## src/rtl/merge_pass_scheduler.sv

```systemverilog
// merge_pass_scheduler
// Multi-pass sequencer for the F-way merger tree. One job sorts N records
// that start out as sorted runs of length R0. For each group of F runs it
// issues one read descriptor per channel and one write descriptor, then
// waits for the write path to retire the group. Passes alternate between
// buffer A (src_base) and buffer B (dst_base) until one run of N remains.
//
// Ports:
//   aclk, areset_n                 clock, asynchronous active-low reset
//   start                          job start pulse (accepted only when idle)
//   num_records, init_run_len      N and R0, latched on start (R0 of 0 acts as 1)
//   src_base, dst_base             byte bases of buffer A and buffer B
//   busy, done                     job in progress / one-cycle completion pulse
//   pass_count, result_in_dst      passes completed / final run lives in B
//   rd_cmd_*                       per-channel run descriptors (valid/ready)
//   wr_cmd_*                       group output descriptor (valid/ready)
//   wr_done                        write path retired the group's last beat
//   perf_busy_cycles, perf_issue_stall  performance counters
//
// Build option: define MERGE_SCHED_PERF_EN to enable the performance
// counters; when it is undefined both counter ports read as zero.
module merge_pass_scheduler #(
    parameter int NUM_READ_CHANNELS  = 16,
    parameter int C_SORTER_BIT_WIDTH = 32,
    parameter int C_ADDR_WIDTH       = 64,
    parameter int C_LEN_WIDTH        = 32
) (
    input  logic                                      aclk,
    input  logic                                      areset_n,
    input  logic                                      start,
    input  logic [C_LEN_WIDTH-1:0]                    num_records,
    input  logic [C_LEN_WIDTH-1:0]                    init_run_len,
    input  logic [C_ADDR_WIDTH-1:0]                   src_base,
    input  logic [C_ADDR_WIDTH-1:0]                   dst_base,
    output logic                                      busy,
    output logic                                      done,
    output logic [7:0]                                pass_count,
    output logic                                      result_in_dst,
    output logic [NUM_READ_CHANNELS-1:0]              rd_cmd_valid,
    input  logic [NUM_READ_CHANNELS-1:0]              rd_cmd_ready,
    output logic [NUM_READ_CHANNELS*C_ADDR_WIDTH-1:0] rd_cmd_addr,
    output logic [NUM_READ_CHANNELS*C_LEN_WIDTH-1:0]  rd_cmd_len,
    output logic                                      wr_cmd_valid,
    input  logic                                      wr_cmd_ready,
    output logic [C_ADDR_WIDTH-1:0]                   wr_cmd_addr,
    output logic [C_LEN_WIDTH-1:0]                    wr_cmd_len,
    input  logic                                      wr_done,
    output logic [31:0]                               perf_busy_cycles,
    output logic [31:0]                               perf_issue_stall
);

    localparam int F    = NUM_READ_CHANNELS;
    localparam int LOGF = $clog2(F);
    localparam int RBS  = $clog2(C_SORTER_BIT_WIDTH / 8);
    localparam int RW   = C_LEN_WIDTH + LOGF;      // run length register
    localparam int GW   = C_LEN_WIDTH + LOGF + 1;  // group base / offsets

    typedef enum logic [2:0] {
        S_IDLE, S_CALC, S_ARM, S_ISSUE, S_WAIT, S_NEXT, S_DONE
    } state_t;

    state_t r_state;
    state_t w_state_nxt;

    logic [C_LEN_WIDTH-1:0]  r_n;
    logic [RW-1:0]           r_run;
    logic [GW-1:0]           r_grp;
    logic [GW-1:0]           r_off;
    logic [LOGF-1:0]         r_k;
    logic [C_ADDR_WIDTH-1:0] r_src;
    logic [C_ADDR_WIDTH-1:0] r_dst;
    logic                    r_busy;
    logic                    r_done;
    logic [7:0]              r_pass;
    logic                    r_res_dst;
    logic [F-1:0]            r_rd_valid;
    logic [C_ADDR_WIDTH-1:0] r_rd_addr [F];
    logic [C_LEN_WIDTH-1:0]  r_rd_len  [F];
    logic                    r_wr_valid;
    logic [C_ADDR_WIDTH-1:0] r_wr_addr;
    logic [C_LEN_WIDTH-1:0]  r_wr_len;

    logic [C_LEN_WIDTH-1:0]  w_r0_eff;
    logic                    w_trivial;
    logic [GW-1:0]           w_n_ext;
    logic [GW-1:0]           w_run_ext;
    logic [GW-1:0]           w_fr;
    logic [GW-1:0]           w_rem;
    logic [C_LEN_WIDTH-1:0]  w_len_k;
    logic [C_ADDR_WIDTH-1:0] w_addr_k;
    logic [GW-1:0]           w_wr_rem;
    logic [GW-1:0]           w_grp_nxt;
    logic                    w_pass_end;
    logic [RW+LOGF-1:0]      w_run_mul;
    logic [RW-1:0]           w_run_sat;
    logic                    w_last_pass;
    logic [F-1:0]            w_rd_pend;
    logic                    w_wr_pend;
    logic                    w_all_acc;

    assign w_r0_eff  = (init_run_len == {C_LEN_WIDTH{1'b0}})
                       ? {{(C_LEN_WIDTH-1){1'b0}}, 1'b1} : init_run_len;
    assign w_trivial = (num_records == {C_LEN_WIDTH{1'b0}}) || (w_r0_eff >= num_records);

    assign w_n_ext   = {{(GW-C_LEN_WIDTH){1'b0}}, r_n};
    assign w_run_ext = {1'b0, r_run};
    // F*R by shift; R < N whenever this is used, so it fits in GW bits.
    assign w_fr      = w_run_ext << LOGF;

    // Channel k descriptor from the running offset G + k*R.
    assign w_rem     = w_n_ext - r_off;
    assign w_len_k   = (r_off >= w_n_ext) ? {C_LEN_WIDTH{1'b0}}
                       : C_LEN_WIDTH'((w_run_ext < w_rem) ? w_run_ext : w_rem);
    assign w_addr_k  = r_src + (C_ADDR_WIDTH'(r_off) << RBS);

    assign w_wr_rem  = w_n_ext - r_grp;
    assign w_grp_nxt = r_grp + w_fr;
    assign w_pass_end = (w_grp_nxt >= w_n_ext);

    // Next-pass run length, saturating instead of wrapping.
    assign w_run_mul   = {r_run, {LOGF{1'b0}}};
    assign w_run_sat   = (|w_run_mul[RW+LOGF-1:RW]) ? {RW{1'b1}} : w_run_mul[RW-1:0];
    assign w_last_pass = (w_run_sat >= {{LOGF{1'b0}}, r_n});

    assign w_rd_pend = r_rd_valid & ~rd_cmd_ready;
    assign w_wr_pend = r_wr_valid & ~wr_cmd_ready;
    assign w_all_acc = (w_rd_pend == {F{1'b0}}) && !w_wr_pend;

    // State register.
    always_ff @(posedge aclk or negedge areset_n) begin
        if (!areset_n) begin
            r_state <= S_IDLE;
        end else begin
            r_state <= w_state_nxt;
        end
    end

    // Next-state decode.
    always_comb begin
        w_state_nxt = r_state;
        case (r_state)
            S_IDLE: begin
                if (start) begin
                    w_state_nxt = w_trivial ? S_DONE : S_CALC;
                end else begin
                    w_state_nxt = S_IDLE;
                end
            end
            S_CALC: begin
                if (r_k == {LOGF{1'b1}}) begin
                    w_state_nxt = S_ARM;
                end else begin
                    w_state_nxt = S_CALC;
                end
            end
            S_ARM:   w_state_nxt = S_ISSUE;
            S_ISSUE: begin
                if (w_all_acc) begin
                    w_state_nxt = S_WAIT;
                end else begin
                    w_state_nxt = S_ISSUE;
                end
            end
            S_WAIT: begin
                if (wr_done) begin
                    w_state_nxt = S_NEXT;
                end else begin
                    w_state_nxt = S_WAIT;
                end
            end
            S_NEXT: begin
                if (w_pass_end && w_last_pass) begin
                    w_state_nxt = S_DONE;
                end else begin
                    w_state_nxt = S_CALC;
                end
            end
            S_DONE:  w_state_nxt = S_IDLE;
            default: w_state_nxt = S_IDLE;
        endcase
    end

    // Job registers, descriptor generation and handshakes.
    always_ff @(posedge aclk or negedge areset_n) begin
        if (!areset_n) begin
            r_n        <= '0;
            r_run      <= '0;
            r_grp      <= '0;
            r_off      <= '0;
            r_k        <= '0;
            r_src      <= '0;
            r_dst      <= '0;
            r_busy     <= 1'b0;
            r_done     <= 1'b0;
            r_pass     <= 8'd0;
            r_res_dst  <= 1'b0;
            r_rd_valid <= '0;
            r_wr_valid <= 1'b0;
            r_wr_addr  <= '0;
            r_wr_len   <= '0;
            for (int i = 0; i < F; i++) begin
                r_rd_addr[i] <= '0;
                r_rd_len[i]  <= '0;
            end
        end else begin
            r_done <= 1'b0;
            case (r_state)
                S_IDLE: begin
                    if (start) begin
                        r_n       <= num_records;
                        r_run     <= {{LOGF{1'b0}}, w_r0_eff};
                        r_grp     <= '0;
                        r_off     <= '0;
                        r_k       <= '0;
                        r_src     <= src_base;
                        r_dst     <= dst_base;
                        r_pass    <= 8'd0;
                        r_res_dst <= 1'b0;
                        r_busy    <= 1'b1;
                    end
                end
                S_CALC: begin
                    r_rd_addr[r_k] <= w_addr_k;
                    r_rd_len[r_k]  <= w_len_k;
                    r_off          <= r_off + w_run_ext;
                    r_k            <= r_k + {{(LOGF-1){1'b0}}, 1'b1};
                    r_wr_addr      <= r_dst + (C_ADDR_WIDTH'(r_grp) << RBS);
                    r_wr_len       <= C_LEN_WIDTH'((w_fr < w_wr_rem) ? w_fr : w_wr_rem);
                end
                S_ARM: begin
                    r_rd_valid <= {F{1'b1}};
                    r_wr_valid <= 1'b1;
                end
                S_ISSUE: begin
                    r_rd_valid <= w_rd_pend;
                    r_wr_valid <= w_wr_pend;
                end
                S_NEXT: begin
                    r_k <= '0;
                    if (w_pass_end) begin
                        r_pass <= r_pass + 8'd1;
                        r_src  <= r_dst;
                        r_dst  <= r_src;
                        r_run  <= w_run_sat;
                        r_grp  <= '0;
                        r_off  <= '0;
                    end else begin
                        r_grp  <= w_grp_nxt;
                        r_off  <= w_grp_nxt;
                    end
                end
                S_DONE: begin
                    r_done    <= 1'b1;
                    r_busy    <= 1'b0;
                    r_res_dst <= r_pass[0];
                end
                default: begin
                    r_done <= 1'b0;
                end
            endcase
        end
    end

    assign busy          = r_busy;
    assign done          = r_done;
    assign pass_count    = r_pass;
    assign result_in_dst = r_res_dst;
    assign rd_cmd_valid  = r_rd_valid;
    assign wr_cmd_valid  = r_wr_valid;
    assign wr_cmd_addr   = r_wr_addr;
    assign wr_cmd_len    = r_wr_len;

    for (genvar g = 0; g < F; g++) begin : g_pack
        assign rd_cmd_addr[g*C_ADDR_WIDTH +: C_ADDR_WIDTH] = r_rd_addr[g];
        assign rd_cmd_len[g*C_LEN_WIDTH +: C_LEN_WIDTH]    = r_rd_len[g];
    end

`ifdef MERGE_SCHED_PERF_EN
    logic [31:0] r_perf_busy;
    logic [31:0] r_perf_stall;

    // Saturating busy/stall counters, cleared when a job is accepted.
    always_ff @(posedge aclk or negedge areset_n) begin
        if (!areset_n) begin
            r_perf_busy  <= 32'd0;
            r_perf_stall <= 32'd0;
        end else if ((r_state == S_IDLE) && start) begin
            r_perf_busy  <= 32'd0;
            r_perf_stall <= 32'd0;
        end else begin
            if (r_busy && (r_perf_busy != 32'hFFFF_FFFF)) begin
                r_perf_busy <= r_perf_busy + 32'd1;
            end
            if ((r_state == S_ISSUE) && !w_all_acc && (r_perf_stall != 32'hFFFF_FFFF)) begin
                r_perf_stall <= r_perf_stall + 32'd1;
            end
        end
    end

    assign perf_busy_cycles = r_perf_busy;
    assign perf_issue_stall = r_perf_stall;
`else
    assign perf_busy_cycles = 32'd0;
    assign perf_issue_stall = 32'd0;
`endif

endmodule

```

## config.mk

```make
export PLATFORM = sky130hd
export DESIGN_NAME = merge_pass_scheduler
export DESIGN_NICKNAME = d
export VERILOG_FILES = /design/src/rtl/merge_pass_scheduler.sv
export SDC_FILE = /design/constraint.sdc
export NUM_CORES = 2
export LEC_CHECK = 0
export CORE_AREA = 3 3 752 754
export DETAILED_ROUTE_END_ITERATION = 8
export DIE_AREA = 0 0 755 757
export PLACE_DENSITY = 0.31
export SETUP_SLACK_MARGIN = 0.05
export SLEW_MARGIN = 20
export SYNTH_ARGS = -nofsm -noshare
export SYNTH_HDL_FRONTEND = slang
export SYNTH_SLANG_ARGS = --single-unit
```

## constraint.sdc

```tcl
create_clock -name aclk -period 5.9 [get_ports aclk]
set_input_delay 0.885 -clock aclk [delete_from_list [all_inputs] [get_ports aclk]]
set_output_delay 0.885 -clock aclk [all_outputs]
set_load 0.01 [all_outputs]
```

== Word level (Yosys, flattened, before mapping) ==
Index checks and enable logic that the tools add are counted.

* Output and inout bits: 1724
* Flip-flop bits (word level): 1937

* Reductions and logical operators: 19
* Order comparisons: 8
* Bitwise logic cells: 5
* Multiplexer cells: 43
* Equal/unequal tests: 9
* Add/subtract/negate cells: 8

{| class="wikitable"
|+ Operators by type and width
! operator !! count
|-
| 1024-bit bitwise mux || 1
|-
| 512-bit bitwise mux || 1
|-
| 64-bit 2-to-1 mux || 5
|-
| 64-bit demux with 4-bit select || 1
|-
| 64-bit one-hot mux with 2 select lines || 2
|-
| 32-bit 2-to-1 mux || 5
|-
| 64-bit by 39-bit adder with 64-bit output || 2
|-
| 32-bit demux with 4-bit select || 1
|-
| 37-bit one-hot mux with 3 select lines || 1
|-
| 36-bit 2-to-1 mux || 3
|-
| 37-bit by 32-bit >= comparator with 1-bit output || 2
|-
| 37-bit 2-to-1 mux || 2
|-
| 37-bit one-hot mux with 2 select lines || 1
|-
| 32-bit by 37-bit subtractor with 37-bit output || 2
|-
| 36-bit one-hot mux with 2 select lines || 1
|-
| 32-bit zero test || 2
|-
| 37-bit by 36-bit adder with 37-bit output || 1
|-
| 37-bit adder || 1
|-
| 36-bit by 37-bit less-than comparator with 1-bit output || 1
|-
| 37-bit less-than comparator || 1
|-
| 36-bit by 32-bit >= comparator with 1-bit output || 1
|-
| 32-bit >= comparator || 1
|-
| 16-bit one-hot mux with 2 select lines || 1
|-
| 3-bit one-hot mux with 6 select lines || 1
|-
| other kinds (32) || 52
|}

== Logic depth before layout (Yosys ltp) ==
* Word-level depth: 7
* Gate-level depth with buffers: 25

== Least setup slack after synthesis ==
OpenSTA, ideal clock, no wires.

* Path type: register -> register
* From: register r_n[2]
* To: register r_wr_len[10] (netlist: wr_cmd_len[10])
* Cell stages (with the launch flop): 23
* Path buffers: 1
* Setup slack: 0.654 ns
* Library setup time: 0.083 ns
* Data arrival time: 5.164 ns
* Required time: 5.817 ns
* Path through: dfrtp_1 > inv_1 > ha_1 > nor2b_1 > o31a_1 > o21ai_0 > o21ai_0 > a2111oi_0 > nor3_1 > or3_1 > nand2_1 > ha_1 > a21o_1 > a21oi_1 > nor2b_1 > o21ai_0 > nand2b_1 > a21oi_1 > o21ai_0 > nor3b_1 > clkbuf_1 > mux2_2 > o21ai_0

* Longest elaborated chain between the ends: 3

{| class="wikitable"
|+ RTL lines
! what !! RTL line !! source
|-
| start, declared || 65 || <nowiki>logic [C_LEN_WIDTH-1:0] r_n;</nowiki>
|-
| start signal, assigned || 210 || <nowiki>r_n <= num_records;</nowiki>
|-
| 32-bit by 37-bit subtractor with 37-bit output (*) || 116 || <nowiki>assign w_wr_rem = w_n_ext - r_grp;</nowiki>
|-
| 37-bit less-than comparator || 228 || <nowiki>r_wr_len <= C_LEN_WIDTH'((w_fr < w_wr_rem) ? w_fr : w_wr_rem);</nowiki>
|-
| 32-bit 2-to-1 mux (*) || 228 ||
|-
| end signal, assigned || 228 ||
|-
| end, declared || 81 || <nowiki>logic [C_LEN_WIDTH-1:0] r_wr_len;</nowiki>
|}

Mark *: on every way between the ends. The rest lies on a longest branch, timed or not.
A chain may end at the register's enable or synchronous reset.

== Worst setup path after layout ==
* From: register r_n[13]
* To: register r_rd_len (netlist bit rd_cmd_len[39])

* Longest elaborated chain between the ends: 5
* Elaborated cells between the ends (all ways): 6
* Those cells by class: 1 x add/sub; 2 x order compare; 3 x mux

{| class="wikitable"
|+ RTL lines
! what !! RTL line !! source
|-
| 32-bit by 37-bit subtractor with 37-bit output || 111 || <nowiki>assign w_rem = w_n_ext - r_off;</nowiki>
|-
| 36-bit by 37-bit less-than comparator with 1-bit output || 113 || <nowiki>: C_LEN_WIDTH'((w_run_ext < w_rem) ? w_run_ext : w_rem);</nowiki>
|-
| 32-bit 2-to-1 mux || 113 ||
|-
| 32-bit 2-to-1 mux (*) || 112 || <nowiki>assign w_len_k = (r_off >= w_n_ext) ? {C_LEN_WIDTH{1'b0}}</nowiki>
|-
| 512-bit bitwise mux (*) || 224 || <nowiki>r_rd_len[r_k] <= w_len_k;</nowiki>
|-
| end signal, assigned by index || 224 ||
|-
| end, declared || 78 || <nowiki>logic [C_LEN_WIDTH-1:0] r_rd_len [F];</nowiki>
|}

Marked as above.

==> results.tsv <==
stage	metric	value	unit
synthesis	ys.flop_type	dfrtp_1	
critical_path	r2r-start	r_n[13]	
power	power_leakage	55.6	nW
routing	top_layer_used	met5	
synthesis	yosys_warnings	0	
synthesis	syn_area	0.0870	mm^2
power	p_total	90.3	mW
clock_tree	cts_made_buffers	269	
placement	gp_congestion	0.876	
clock_tree	tritoncts	done	
floorplan	ios	1937	
power	p_per_area	704	mW/mm^2
floorplan	row_count	275	
power	vdd_ir_drop_max	0.610	mV
placement	place_area	0.118	mm^2
clock_tree	cts_root_buf	clkbuf_16	
timing	slew_headroom	16.4	%
power	internal_power	44.7	mW
placement	pre_cts_slack	-599	ps
routing	antenna_left	0	
hold_path	holdCritStartpoint	rd_cmd_addr[410]	
global_routing	grt_pass1_wl	756000	um
routing	drcViolationCount	0	
status	outcome	finished, final reports clean	
power	power_switching	45.7	mW
power	pwr-share-seq	23.2	%
timing	timing_hold_violations_final	0	
cells_and_area	final_common_cell	nand2_1	
timing	finalSetupViolCount	0	
global_routing	grt_pass1_vias	78386	
synthesis	ys_ff_latch	1937	
global_routing	gr-total-overflow	0	
cells_and_area	layout-drive-gt1-share	11.6	%
routing	wl	588000	um
hold_path	min_path_type	flip-flop to flip-flop	
critical_path	crit_type	flip-flop to flip-flop	
cells_and_area	most-common-layout-cells	nand2_1, dfrtp_1, clkdlybuf4s50_1	
cells_and_area	fill_cells	61017	
floorplan	die_y	757	um
synthesis	synth_cell_types	93	
cells_and_area	syn_to_final_growth	47.6	%
timing	finClkSkew	65.4	ps
placement	io_buffers	1872	
cells_and_area	multiInputGateArea	0.0367	mm^2
timing	final.period_utilization	98.1	%
placement	hpwl	442000	um
critical_path	cp.required	6680	ps
power	power_frac_comb	58.1	%
cells_and_area	final_nets	11699	
synthesis	synth-async-reset-ratio	100	%
clock_tree	insertion_delay	930	ps
critical_path	cp-end-kind	flip-flop	
timing	max_slew.worst_pin.slew	1240	ps
cells_and_area	design_area	0.128	mm^2
clock_tree	cts.path.max_buffers	4	
floorplan	dieArea	0.572	mm^2
timing	setup_tns	0	ps
global_routing	antenna_found_initial	197	
routing	drtPass1Iterations	6	
critical_path	crit_path_start_kind	flip-flop	
global_routing	gr-usage-all-layers	19.4	%
routing	drtIter0Drc	6119	
timing	fin_ws	113	ps
timing	timing.fmax	0.173	GHz
clock_tree	cts.clk_slew.worst_paths	60	ps
critical_path	worst-path-max-fanout	16	
cells_and_area	seqCellArea	0.0485	mm^2
synthesis	yosysSeqAreaShare	55.7	%
routing	route.met2.wl	268000	um
critical_path	critPathLaunch	r_n[13]	
timing	rsz0062_at_grt	yes	
routing	vias	79245	
clock_tree	htree_levels	5	
synthesis	synth-edff-count	0	
routing	drt-vias-per-instance	4.20	
floorplan	die_w	755	um
global_routing	grt_max_degree	152	
floorplan	start_util	15.5	%
synthesis	syn_area_per_cell	9.66	um^2
timing	finalCriticalPeriod	5790	ps
power	p_clk_share	18.7	%
floorplan	core	0.560	mm^2
critical_path	arrival	6570	ps
clock_tree	cts_num_sinks	1937	
routing	wl_met1	254000	um
synthesis	synth_cells	9002	
routing	wl_met3	46900	um
timing	drv_slew	0	
run	maxCapViolations	0	
routing	routedWlPerCell	31.2	um
power	p_sw_share	50.5	%
==> logic make-up (layout without fill, tap and decap cells) <==
| logic type | Yosys count | count (layout) | share of synthesized area (%) |
|---|---|---|---|
| DFF | 1937 | 1937 | 55.7 |
| muxes | 148 | 159 | 2.00 |
| and+or+nand+nor | 2878 | 2878 | 13.5 |
| AOI/OAI and AO/OA | 2548 | 2548 | 16.6 |
| adders and majority gates | 381 | 381 | 5.53 |
| other | 1 | 142 | 0.00431 |
| xor gates and xnor gates | 233 | 233 | 2.35 |
| buffers and inverters | 876 | 3109 | 4.32 |
==> final timing paths <==
check	to	slack [ps]	depth (start not counted)
max	rd_cmd_len[39]	110	19
min	rd_cmd_addr[410]	470	2
max reg2reg	rd_cmd_len[39]	110	19
min reg2reg	rd_cmd_addr[410]	470	2
max in group asynchronous	r_src[0]	3220	4
min in group asynchronous	rd_cmd_addr[965]	530	2
==> registers in the layout, indices dropped and copies added, names as in the netlist, 3 cells and up <==
signal	flops
r_grp	37
wr_cmd_len	32
r_src	64
r_dst	64
r_state	3
r_n	32
rd_cmd_addr	1024
r_k	4
rd_cmd_valid	16
wr_cmd_addr	64
rd_cmd_len	512
r_run	36
r_off	37
pass_count	8
==> stage by stage <==
step	cells	hold slack, ps	utilization [%]
2_1_floorplan	9065	462	-
4_1_cts	18759	428	22.8
5_1_grt	18801	483	22.9
3_5_place_dp	18281	463	21.1
6_report	18866	471	22.9
3_3_place_gp	18278	460	21.1
==> cell type report <==
class | instances | share of cell area (%)
sequential | 1937 | 37.8
clock inverter | 87 | 0.868
multi-input combinational | 6263 | 28.6
timing repair buffer | 2398 | 18.5
tap | 7479 | 7.29
antenna | 78 | 0.152
clock buffer | 388 | 6.12
inverter | 236 | 0.690
==> power groups by stage <==
stage          logic [mW]  registers, mW  clock network, mW
4_1_cts              52.2           21.1               17.5
5_1_grt              56.2           21.5               18.0
2_1_floorplan        17.8           21.4                  0
3_5_place_dp         51.9           21.3                  0
3_3_place_gp         51.5           21.2                  0
6_report             52.5           21.0               16.9
==> critical path: stages (launching register included) <==
cell and delay, ps:
dfrtp_1 430, buf_4 190, ha_1 430, a21o_1 300, a221oi_1 450, o31ai_2 160
a31o_2 330, xnor2_2 690, ha_1 230, nand4_1 110, nor3_1 280, a221oi_1 120
o21a_1 130, a21oi_1 210, o21bai_2 100, buf_4 150, a21oi_4 300, buf_12 260
mux2_4 460, o21ai_0 220
==> synth_stat cells (all sizes together), types with 31 or more instances <==
| cell | count | area share [%] |
|---|---|---|
| nand2b | 35 | 0.25 |
| nor2b | 31 | 0.22 |
| nor4 | 31 | 0.22 |
| mux2 | 142 | 1.9 |
| xnor2 | 128 | 1.3 |
| buf | 134 | 1.1 |
| a21o | 139 | 1.2 |
| nand4 | 50 | 0.36 |
| inv | 236 | 1.0 |
| o21a | 31 | 0.27 |
| and3 | 38 | 0.27 |
| nand3 | 73 | 0.43 |
| a211oi | 37 | 0.34 |
| o211ai | 34 | 0.29 |
| o21ai | 1664 | 9.6 |
| a21oi | 262 | 1.5 |
| dfrtp | 1937 | 56 |
| o22ai | 166 | 1.2 |
| clkbuf | 506 | 2.2 |
| xor2 | 105 | 1.1 |
| ha | 375 | 5.4 |
| nor2 | 452 | 2.0 |
| nor3 | 61 | 0.35 |
| nand2 | 2031 | 8.8 |
==> per-layer routing <==
metal	global-route usage [%]	up-vias
met5	0	-
met4	5.43	84
met3	5.06	714
met2	31.7	3363
met1	25.1	40102
li1	-	34982
==> timing repair <==
action,CTS,global route
gates cloned,0,12
pin swaps,6,16
buffers inserted,2,17
setup endpoints to repair,273,757
endpoints found under the hold margin,55,0
gates resized for setup,25,120
hold buffers,1,0
(Power assumes the default switching activity.)
